`config.mk`:
```
export PLATFORM = sky130hd
export DESIGN_NAME = uart_tx_fifo_flat
export DESIGN_NICKNAME = d
export VERILOG_FILES = /design/src/rtl/uart_pkg.sv /design/src/rtl/uart_tx_fifo_if.sv /design/src/rtl/uart_edge_sync.sv /design/src/rtl/uart_tx_fifo.sv /design/src/flat_wrapper.sv
export SDC_FILE = /design/constraint.sdc
export NUM_CORES = 1
export LEC_CHECK = 0
export CAP_MARGIN = 15
export CORE_MARGIN = 5
export CORE_UTILIZATION = 55
export CTS_CLUSTER_DIAMETER = 60
export DETAILED_ROUTE_END_ITERATION = 12
export PLACE_DENSITY = 0.75
export SETUP_SLACK_MARGIN = 0.1
export SLEW_MARGIN = 20
export SYNTH_ARGS = -nofsm -noshare
export SYNTH_HDL_FRONTEND = slang
export SYNTH_SLANG_ARGS = --single-unit
```
`constraint.sdc`:
```
create_clock -name Clock_In -period 5.2 [get_ports Clock_In]
set_input_delay 0.52 -clock Clock_In [delete_from_list [all_inputs] [get_ports Clock_In]]
set_output_delay 0.52 -clock Clock_In [all_outputs]
set_load 0.01 [all_outputs]
```
`src/rtl/uart_pkg.sv`:
```
// Shared constants and types for the UART transmit path.
package uart_pkg;

    localparam int UART_WIDTH       = 32;
    localparam int UART_FRAME_TICKS = 35;

    typedef enum logic [1:0] {
        IDLE,
        REQ,
        FRAME
    } tx_fifo_state_t;

    function automatic int max_int(input int a, input int b);
        return (a > b) ? a : b;
    endfunction

endpackage

```
`src/rtl/uart_tx_fifo_if.sv`:
```
// Host write port and transmitter handshake for the UART transmit FIFO.
interface uart_tx_fifo_if #(
    parameter int WIDTH = 32,
    parameter int DEPTH = 8
);
    localparam int CW = $clog2(DEPTH + 1);

    logic [WIDTH-1:0] wr_data;
    logic             wr_en;
    logic             Baud_Clk;
    logic             Tx_Load;
    logic [WIDTH-1:0] Data_In;
    logic             Tx_start;
    logic             full;
    logic             empty;
    logic [CW-1:0]    count;
    logic             tx_active;
    logic             overflow;
    logic             tx_fault;

    modport master (
        output wr_data, wr_en, Baud_Clk, Tx_Load,
        input  Data_In, Tx_start, full, empty, count, tx_active, overflow, tx_fault
    );

    modport slave (
        input  wr_data, wr_en, Baud_Clk, Tx_Load,
        output Data_In, Tx_start, full, empty, count, tx_active, overflow, tx_fault
    );

endinterface

```
`src/rtl/uart_edge_sync.sv`:
```
// Two-flop synchroniser for an asynchronous level, followed by a registered
// rising-edge pulse (three clocks from input edge to pulse).
module uart_edge_sync (
    input  logic clk,
    input  logic rst,
    input  logic level,
    output logic pulse
);

    logic meta;
    logic sync;
    logic sync_d;

    always_ff @(posedge clk) begin
        if (rst) begin
            meta   <= 1'b0;
            sync   <= 1'b0;
            sync_d <= 1'b0;
            pulse  <= 1'b0;
        end else begin
            meta   <= level;
            sync   <= meta;
            sync_d <= sync;
            pulse  <= sync & ~sync_d;
        end
    end

endmodule

```
`src/rtl/uart_tx_fifo.sv`:
```
// Word FIFO in front of the UART transmitter: requests a send of the head word,
// waits for Load, then paces the frame by counting baud ticks.
//
// state | meaning
// IDLE  | waiting for a buffered word
// REQ   | Tx_start high, head word on Data_In, waiting for Load
// FRAME | word accepted, counting baud ticks until the frame ends
module uart_tx_fifo
    import uart_pkg::*;
#(
    parameter int DEPTH       = 8,
    parameter int FRAME_TICKS = UART_FRAME_TICKS,
    parameter int REQ_TICKS   = 4
) (
    input  logic           Clock_In,
    input  logic           Reset,
    uart_tx_fifo_if.slave  bus
);

    localparam int WIDTH = UART_WIDTH;
    localparam int PW    = $clog2(DEPTH);
    localparam int CW    = $clog2(DEPTH + 1);
    localparam int TW    = $clog2(max_int(FRAME_TICKS, REQ_TICKS) + 1);

    logic [WIDTH-1:0] mem [DEPTH];
    logic [PW-1:0]    rd_ptr;
    logic [PW-1:0]    wr_ptr;
    logic [CW-1:0]    count_q;
    logic [CW-1:0]    count_next;
    logic             full_q;
    logic             empty_q;
    logic             overflow_q;
    logic             fault_q;
    logic [WIDTH-1:0] data_q;
    logic [TW-1:0]    tick_cnt;

    tx_fifo_state_t   state;
    tx_fifo_state_t   state_next;

    logic baud_tick;
    logic load_seen;
    logic push;
    logic pop;
    logic tick_clr;
    logic load_data;
    logic fault_set;

    uart_edge_sync u_baud_sync (
        .clk   (Clock_In),
        .rst   (Reset),
        .level (bus.Baud_Clk),
        .pulse (baud_tick)
    );

    uart_edge_sync u_load_sync (
        .clk   (Clock_In),
        .rst   (Reset),
        .level (bus.Tx_Load),
        .pulse (load_seen)
    );

    // A write while full is dropped even if a pop frees a slot this cycle.
    assign push = bus.wr_en && !full_q;

    always_comb begin
        state_next = state;
        pop        = 1'b0;
        tick_clr   = 1'b0;
        load_data  = 1'b0;
        fault_set  = 1'b0;
        case (state)
            IDLE: begin
                if (!empty_q) begin
                    load_data  = 1'b1;
                    tick_clr   = 1'b1;
                    state_next = REQ;
                end
            end
            REQ: begin
                if (load_seen) begin
                    pop        = 1'b1;
                    tick_clr   = 1'b1;
                    state_next = FRAME;
                end else if (baud_tick && tick_cnt == TW'(REQ_TICKS - 1)) begin
                    fault_set  = 1'b1;
                    state_next = IDLE;
                end
            end
            FRAME: begin
                if (baud_tick && tick_cnt == TW'(FRAME_TICKS - 1)) begin
                    state_next = IDLE;
                end
            end
            default: state_next = IDLE;
        endcase
    end

    always_comb begin
        count_next = count_q;
        case ({push, pop})
            2'b10:   count_next = count_q + 1'b1;
            2'b01:   count_next = count_q - 1'b1;
            default: count_next = count_q;
        endcase
    end

    always_ff @(posedge Clock_In) begin
        if (push) begin
            mem[wr_ptr] <= bus.wr_data;
        end
    end

    always_ff @(posedge Clock_In) begin
        if (Reset) begin
            state      <= IDLE;
            rd_ptr     <= '0;
            wr_ptr     <= '0;
            count_q    <= '0;
            full_q     <= 1'b0;
            empty_q    <= 1'b1;
            overflow_q <= 1'b0;
            fault_q    <= 1'b0;
            data_q     <= '0;
            tick_cnt   <= '0;
        end else begin
            state   <= state_next;
            count_q <= count_next;
            full_q  <= (count_next == CW'(DEPTH));
            empty_q <= (count_next == '0);
            if (push) begin
                wr_ptr <= wr_ptr + 1'b1;
            end
            if (pop) begin
                rd_ptr <= rd_ptr + 1'b1;
            end
            if (bus.wr_en && full_q) begin
                overflow_q <= 1'b1;
            end
            if (fault_set) begin
                fault_q <= 1'b1;
            end
            if (load_data) begin
                data_q <= mem[rd_ptr];
            end
            // Saturating so a stalled frame can never alias back to a short count.
            if (tick_clr) begin
                tick_cnt <= '0;
            end else if (baud_tick && tick_cnt != '1) begin
                tick_cnt <= tick_cnt + 1'b1;
            end
        end
    end

    assign bus.Data_In   = data_q;
    assign bus.Tx_start  = (state == REQ);
    assign bus.tx_active = (state != IDLE);
    assign bus.full      = full_q;
    assign bus.empty     = empty_q;
    assign bus.count     = count_q;
    assign bus.overflow  = overflow_q;
    assign bus.tx_fault  = fault_q;

endmodule
```
`src/flat_wrapper.sv`:
```
// flat-port wrapper written by rule: the top's interface ports become plain ports
module uart_tx_fifo_flat import uart_pkg::*;
#(
    parameter int DEPTH       = 8,
    parameter int FRAME_TICKS = UART_FRAME_TICKS,
    parameter int REQ_TICKS   = 4
)
  (Clock_In, Reset, bus_wr_data, bus_wr_en, bus_Baud_Clk, bus_Tx_Load, bus_Data_In, bus_Tx_start, bus_full, bus_empty, bus_count, bus_tx_active, bus_overflow, bus_tx_fault);
  uart_tx_fifo_if #(.DEPTH(DEPTH)) bus_i ();
  input  logic Clock_In;
  input  logic Reset;
  input wire logic [$bits(bus_i.wr_data)-1:0] bus_wr_data;
  input wire logic [$bits(bus_i.wr_en)-1:0] bus_wr_en;
  input wire logic [$bits(bus_i.Baud_Clk)-1:0] bus_Baud_Clk;
  input wire logic [$bits(bus_i.Tx_Load)-1:0] bus_Tx_Load;
  output wire logic [$bits(bus_i.Data_In)-1:0] bus_Data_In;
  output wire logic [$bits(bus_i.Tx_start)-1:0] bus_Tx_start;
  output wire logic [$bits(bus_i.full)-1:0] bus_full;
  output wire logic [$bits(bus_i.empty)-1:0] bus_empty;
  output wire logic [$bits(bus_i.count)-1:0] bus_count;
  output wire logic [$bits(bus_i.tx_active)-1:0] bus_tx_active;
  output wire logic [$bits(bus_i.overflow)-1:0] bus_overflow;
  output wire logic [$bits(bus_i.tx_fault)-1:0] bus_tx_fault;
  assign bus_i.wr_data = bus_wr_data;
  assign bus_i.wr_en = bus_wr_en;
  assign bus_i.Baud_Clk = bus_Baud_Clk;
  assign bus_i.Tx_Load = bus_Tx_Load;
  assign bus_Data_In = bus_i.Data_In;
  assign bus_Tx_start = bus_i.Tx_start;
  assign bus_full = bus_i.full;
  assign bus_empty = bus_i.empty;
  assign bus_count = bus_i.count;
  assign bus_tx_active = bus_i.tx_active;
  assign bus_overflow = bus_i.overflow;
  assign bus_tx_fault = bus_i.tx_fault;
  uart_tx_fifo #(.DEPTH(DEPTH), .FRAME_TICKS(FRAME_TICKS), .REQ_TICKS(REQ_TICKS)) u_core (.Clock_In(Clock_In), .Reset(Reset), .bus(bus_i));
endmodule
```
==> out/metrics.yaml, run 1 <==
global_route:
  gr-usage-all-layers_pct: 17.9
  grt_pass1_wl_um: 34200
  grt_max_degree: 51
  antenna_found_initial: 0
  grt_overflow: 0
  grt_pass1_vias: 6158
critical_path:
  cp_max_fo: 24
  reg2reg_depth: 4
  worst_path_max_delay_cell: "nor3_2"
  worstReg2RegStart: "u_core.bus.full"
  crit_type: "primary input to register"
  max_stage_delay_ns: 0.73
  crit_arrival_ns: 2.94
  reg2reg_slack_ns: 2.60
  cp-start-kind: "primary input"
  endpoint_kind: "register"
  path_cells: "clkdlybuf4s50_1 -> nor2b_1 -> inv_2 -> nor3_2 -> buf_4"
  worstSetupEndpoint: "u_core.mem[3][19]"
  cp.required_ns: 5.39
  worstReg2RegEnd: "u_core.mem[3][19]"
  crit_path_start: "bus_wr_en"
clock_network:
  clock_path_buffers: 3
  cts_hold_buf: 0
  post_cts_buffers: 0
  cts_inserted_buffers: 31
  clk_pin_slew_ns: 0.06
  clk_latency_ns: 0.54
  cts_resized: 0
  cts-root-buf: "clkbuf_16"
  cts.sinks: 318
  htreeDepth: 1
  cts_tree: "built"
sta:
  min_period_ns: 2.75
  slew_viol_final: 0
  tightestPinTransition_ns: 1.09
  hold_violations: 0
  rsz0062_at_grt: "false"
  fin_setup_tns_ns: 0
  skew_ns: 0.0103
  finalCritPeriodShare_pct: 52.9
  holdWs_ns: 0.382
  fmax_mhz: 363
  finalSetupViolations: 0
  maxSlewHeadroom_pct: 27.2
detailed_routing:
  via_count: 5795
  first_iter_violations: 467
  wire_per_inst_um: 21.2
  remaining_drc_errors: 0
  vias_per_cell: 5.73
  wl_met1_um: 9170
  routed_wl_um: 21400
  dr_wl_met2_um: 10700
  highest-signal-layer: "met4"
  drt-pass1-iter-count: 5
  met3_length_um: 1220
  final_antenna_net_count: 0
yosys:
  synth_simple_gate_area_share_pct: 4.49
  syn_area_um2: 11800
  synth_edf_count: 256
  synthMuxAreaShare_pct: 15.0
  synth_seq_cells: 318
  synthAdderAreaFrac_pct: 0.634
  synthArstFlopShare_pct: 0
  yosys_warnings: 0
  synth_cell_types: 41
  synth_top_family_by_area: "multiplexers"
  synth_xor_area_share_pct: 0.877
  ys.flop_type: "edfxtp_1"
  synthCells: 618
  seq_area_frac_synth_pct: 75.4
  syn_area_per_cell_um2: 19.2
  synth_compound_area_share_pct: 2.23
  syn-num-nets: 661
place:
  hpwl_um: 12500
  io_buffers: 78
  gp_congestion: 0.774
die:
  rows: 53
  die_x_um: 157
  dieHeight_um: 157
  die-area_um2: 24600
  initial_core_util_pct: 56.1
  coreArea_um2: 21100
  ios: 79
hold_path:
  hp-class: "register to register"
finish:
  most-common-layout-cells: "256 x edfxtp_1, 78 x clkdlybuf4s50_1, 64 x mux4_2"
  final_common_cell: "edfxtp_1"
  drive_gt1_share_pct: 18.9
  fin_nets: 756
  area_delta_synth_final_pct: 18.3
  antenna_cells: 0
power:
  ir_worst_vdd_mv: 0.284
  powerDensity_nw_per_um2: 379
  leakage_nw: 4.46
run_status:
  status: "finished, final reports clean"
flow_run:
  cap_violations: 0
-- critical path: cells and delay by family --
kind                   cells  cell delay, ns
buffers and inverters      3            1.19
AND/OR/NAND/NOR            2            1.22
-- per-layer routing --
layer / GRT usage (%) / vias to the layer above
li1: - / 2631
met1: 25.3 / 2960
met2: 29.7 / 165
met3: 3.04 / 39
met4: 4.01 / 0
met5: 0 / -
-- report_power, final --
part,switching [mW],internal (mW)
Combinational,0.142,0.127
Sequential,0.0319,2.83
Clock,0.872,1.30
Total,1.05,4.25
-- worst min-delay path by stage --
stage | from | endpoint | slack [ns] | cells past startpoint
2_1_floorplan | u_core.u_baud_sync.sync_d | u_core.u_baud_sync.pulse | 0.37 | 1
3_3_place_gp | u_core.u_baud_sync.sync_d | u_core.u_baud_sync.pulse | 0.38 | 1
3_5_place_dp | u_core.u_baud_sync.sync_d | u_core.u_baud_sync.pulse | 0.38 | 1
4_1_cts | u_core.u_baud_sync.sync_d | u_core.u_baud_sync.pulse | 0.39 | 1
5_1_grt | u_core.u_load_sync.sync_d | u_core.u_load_sync.pulse | 0.39 | 1
6_report | u_core.u_baud_sync.sync_d | u_core.u_baud_sync.pulse | 0.38 | 1
-- registers in the layout, summed over array words and instances (netlist names), 2 cells and up --
name	count
u_core.bus.count	4
u_core.wr_ptr	3
u_core.bus.Data_In	32
u_core.state	2
u_core.tick_cnt	6
u_core.mem	256
u_core.rd_ptr	3
-- cell families (layout without fill, tap and decap cells) --
kind of cell | after synthesis | after routing
AO/OA/AOI/OAI | 50 | 50
XOR/XNOR | 11 | 11
adder cells (fa/ha/maj) | 6 | 6
buffers and inverters | 30 | 149
flip-flops | 318 | 318
multiplexers | 97 | 97
AND/OR/NAND/NOR | 106 | 106
-- per-stage QoR --
stage | setup slack (ns) | power [mW] | area (um2) | instances | utilization, %
after floorplan | 0.773 | 3.03 | 11800 | 618 | -
after global placement | 2.04 | 3.17 | 12900 | 953 | 61.4
after detailed placement | 1.88 | 3.19 | 12900 | 953 | 61.4
after CTS | 2.44 | 5.35 | 13900 | 1010 | 66.1
after global routing | 2.28 | 5.48 | 14000 | 1012 | 66.4
final | 2.45 | 5.30 | 14000 | 1012 | 66.4
-- cell type report --
type,count,area [um2]
sequential,318,8940
fill,1395,7090
multi-input combinational,270,2800
timing repair buffer,89,896
clock buffer,44,865
tap,275,344
clock inverter,13,141
inverter,3,11.3
-- cells in the mapped netlist (2+ instances only) --
master / n / area, um2
nand3_1: 2 / 10.0
buf_1: 2 / 7.51
and3_1: 2 / 12.5
nor3_1: 6 / 30.0
edfxtp_1: 256 / 7690
or3_1: 3 / 18.8
inv_2: 2 / 7.51
mux2i_1: 33 / 330
a21oi_1: 10 / 50.1
nor2_1: 20 / 75.1
dfxtp_1: 62 / 1240
xor2_1: 5 / 43.8
nand2_1: 45 / 169
clkbuf_2: 3 / 15.0
buf_4: 5 / 37.5
clkbuf_1: 6 / 22.5
nand4_1: 2 / 12.5
nand2b_1: 4 / 25.0
o22ai_1: 2 / 12.5
o21ai_0: 31 / 155
buf_6: 2 / 22.5
a211oi_1: 2 / 15.0
buf_2: 9 / 45.0
mux4_2: 64 / 1440
ha_1: 6 / 75.1
nor2b_1: 12 / 75.1
o21ai_1: 3 / 15.0
and4b_1: 2 / 20.0
xnor2_1: 5 / 43.8
Power figures use the tool's default switching activity.
==> run 2, diff against run 1 <==
Clock period 5.2 ns to 2.8 ns, I/O delays scaled along.
==> run 2 against run 1 <==
  * Power grew 87%
  * Global-route usage grew 1.2 points
  * Clock power up 89%
  * Clock-buffer cell count decreased by 4
  * Register-to-register slack got worse by 1.8 ns
  * Critical endpoint is now u_core.bus.full
  * First-iteration DRC count rose by 13%
  * Cell area rose by 1.0%
  * Routed wire length up 6.7%
  * Highest routed layer unchanged
  * Critical path type is now register to register
  * Largest power group unchanged
  * Clock skew grew 0.0042 ns
==> out/metrics.yaml, run 2 (synthesis results as in run 1) <==
run_status:
  status: "finished, final reports clean"
hold_path:
  min_path_cells: 2  # +1
  min_to: "u_core.u_load_sync.meta"
  hp-class: "primary input to register"
  min-delay-start: "bus_Tx_Load"
detailed_routing:
  remaining_drc_errors: 0  # unchanged
  first_iter_violations: 526  # +13%
  vias_per_cell: 5.73  # about the same
  wire_per_inst_um: 22.3  # +5.1%
  via_count: 5882  # +1.5%
  drt-pass1-iter-count: 6  # +1
  final_antenna_net_count: 0  # unchanged
  routed_wl_um: 22900  # +6.7%
global_route:
  gr-usage-all-layers_pct: 19.1  # +1.2 points
  grt_overflow: 0  # unchanged
  grt_max_degree: 40  # -22%
  grt_pass1_wl_um: 35700  # +4.4%
  grt_pass1_vias: 6201  # +0.70%
  antenna_found_initial: 0  # unchanged
clock_network:
  cts_resized: 0  # unchanged
  clk_pin_slew_ns: 0.06  # about the same
  htreeDepth: 1  # unchanged
  clock_path_buffers: 3  # unchanged
  cts_inserted_buffers: 31  # unchanged
  post_cts_buffers: 0  # unchanged
  cts-root-buf: "clkbuf_16"
  cts_hold_buf: 0  # unchanged
  cts_tree: "built"
  clk_latency_ns: 0.56  # +0.02 ns
  cts.sinks: 318  # unchanged
critical_path:
  worstReg2RegStart: "u_core.state[0]"
  cp.required_ns: 3.30  # -2.09 ns
  cp_max_fo: 7  # -71%
  cp-start-kind: "register"
  worst_path_max_delay_cell: "dfxtp_1"
  crit_arrival_ns: 2.53  # -0.41 ns
  reg2reg_depth: 10  # +6
  path_cells: "nand3b_4 -> inv_2 -> nand2_1 -> xnor2_1 -> ha_1 -> a21oi_1 -> or3_1 -> nand3b_2 -> xor2_2 -> and4bb_1"
  worstReg2RegEnd: "u_core.bus.full"
  crit_type: "register to register"
  max_stage_delay_ns: 0.40  # -0.33 ns
  endpoint_kind: "register"
  reg2reg_slack_ns: 0.77  # -1.83 ns
place:
  hpwl_um: 13600  # +8.3%
  io_buffers: 78  # unchanged
  gp_congestion: 0.811  # +4.8%
finish:
  multi_input_area_um2: 2820  # +0.54%
  drive_gt1_share_pct: 21.4  # +2.5 points
  final_common_cell: "edfxtp_1"
  n_fill_cell: 1374  # -1.5%
  largest_reg_flops: 256  # unchanged
  top_register: "u_core.mem"
  seqCellArea_um2: 8940  # unchanged
  antenna_cells: 0  # unchanged
  area_delta_synth_final_pct: 19.4
  most-common-layout-cells: "256 x edfxtp_1, 78 x clkdlybuf4s50_1, 64 x mux4_2"
  fin_nets: 770  # +1.9%
sta:
  tightestPinTransition_ns: 0.615  # -0.474 ns
  min_period_ns: 2.03
  maxSlewHeadroom_pct: 59.0  # +32 points
  hold_violations: 0  # unchanged
  finalCritPeriodShare_pct: 72.5
  holdWs_ns: 0.291  # -0.0904 ns
  slew_viol_final: 0  # unchanged
  finalSetupViolations: 0  # unchanged
  fmax_mhz: 492
  rsz0062_at_grt: "false"
  skew_ns: 0.0146  # +0.00424 ns
  fin_setup_tns_ns: 0  # unchanged
power:
  powerDensity_nw_per_um2: 703  # +86%
  power_mw: 9.93  # +87%
  leakage_nw: 4.55  # +2.1%
  ir_worst_vdd_mv: 0.553  # +95%
die:
  initial_core_util_pct: 56.1  # unchanged
  die-area_um2: 24600  # unchanged
  rows: 53  # unchanged
  die_x_um: 157  # unchanged
  coreArea_um2: 21100  # unchanged
  dieHeight_um: 157  # unchanged
  ios: 79  # unchanged
flow_run:
  cap_violations: 0  # unchanged
## run 2: cell count changes in the layout (fill, tap and decap cells not counted), sizes merged
cell | before | now
inv | 4 | 5
buf | 11 | 25
clkbuf | 44 | 40
clkinv | 8 | 12
## run 2: worst max path at each step
stage,startpoint,endpoint,slack (ns),cells past startpoint
2_1_floorplan,u_core.bus.full,u_core.mem[1][0],-0.58,4
3_3_place_gp,bus_wr_en,u_core.bus.full,0.39,9
3_5_place_dp,bus_wr_en,u_core.bus.full,0.32,9
4_1_cts,u_core.state[0],u_core.bus.full,0.76,10
5_1_grt,u_core.state[0],u_core.bus.full,0.58,10
6_report,u_core.state[0],u_core.bus.full,0.77,10
## run 2: per-layer routing
metal	wire length [um]	vias up	GRT usage, %
met1	9520	3002	25.7
met2	11700	179	33.0
met4	368	0	4.46
met5	0	-	0
li1	-	2668	-
met3	1290	33	3.32
## run 2: critical path, delay by kind of cell (launching register included)
| family | cells | cell delay, ns |
|---|---|---|
| AND/OR/NAND/NOR | 5 | 0.90 |
| AO/OA/AOI/OAI | 1 | 0.05 |
| buffers and inverters | 1 | 0.14 |
| flip-flops | 1 | 0.40 |
| adder cells (fa/ha/maj) | 1 | 0.16 |
| XOR/XNOR | 2 | 0.32 |
## run 2: layout make-up
class / instances / share of cell area [%]
Multi-Input combinational cell: 270 / 19.9
Clock buffer: 40 / 5.97
Clock inverter: 18 / 1.26
Inverter: 3 / 0.0797
Timing Repair Buffer: 103 / 7.12
Sequential cell: 318 / 63.2
Tap cell: 275 / 2.43
## run 2: report_power, final
part	internal (mW)	switching [mW]	total, mW
combinational	0.247	0.271	0.518
clock	2.41	1.69	4.10
sequential	5.25	0.0647	5.32
total	7.91	2.03	9.93
## run 2: metrics by stage
| stage | std cells | cell area [um2] | utilization [%] | setup WS [ns] |
|---|---|---|---|---|
| 3_3_place_gp | 969 | 13100 | 62.2 | 0.387 |
| 2_1_floorplan | 618 | 11800 | - | -0.576 |
| 3_5_place_dp | 969 | 13100 | 62.2 | 0.320 |
| 5_1_grt | 1027 | 14100 | 67.0 | 0.581 |
| 6_report | 1027 | 14100 | 67.0 | 0.769 |
| 4_1_cts | 1027 | 14100 | 67.0 | 0.761 |
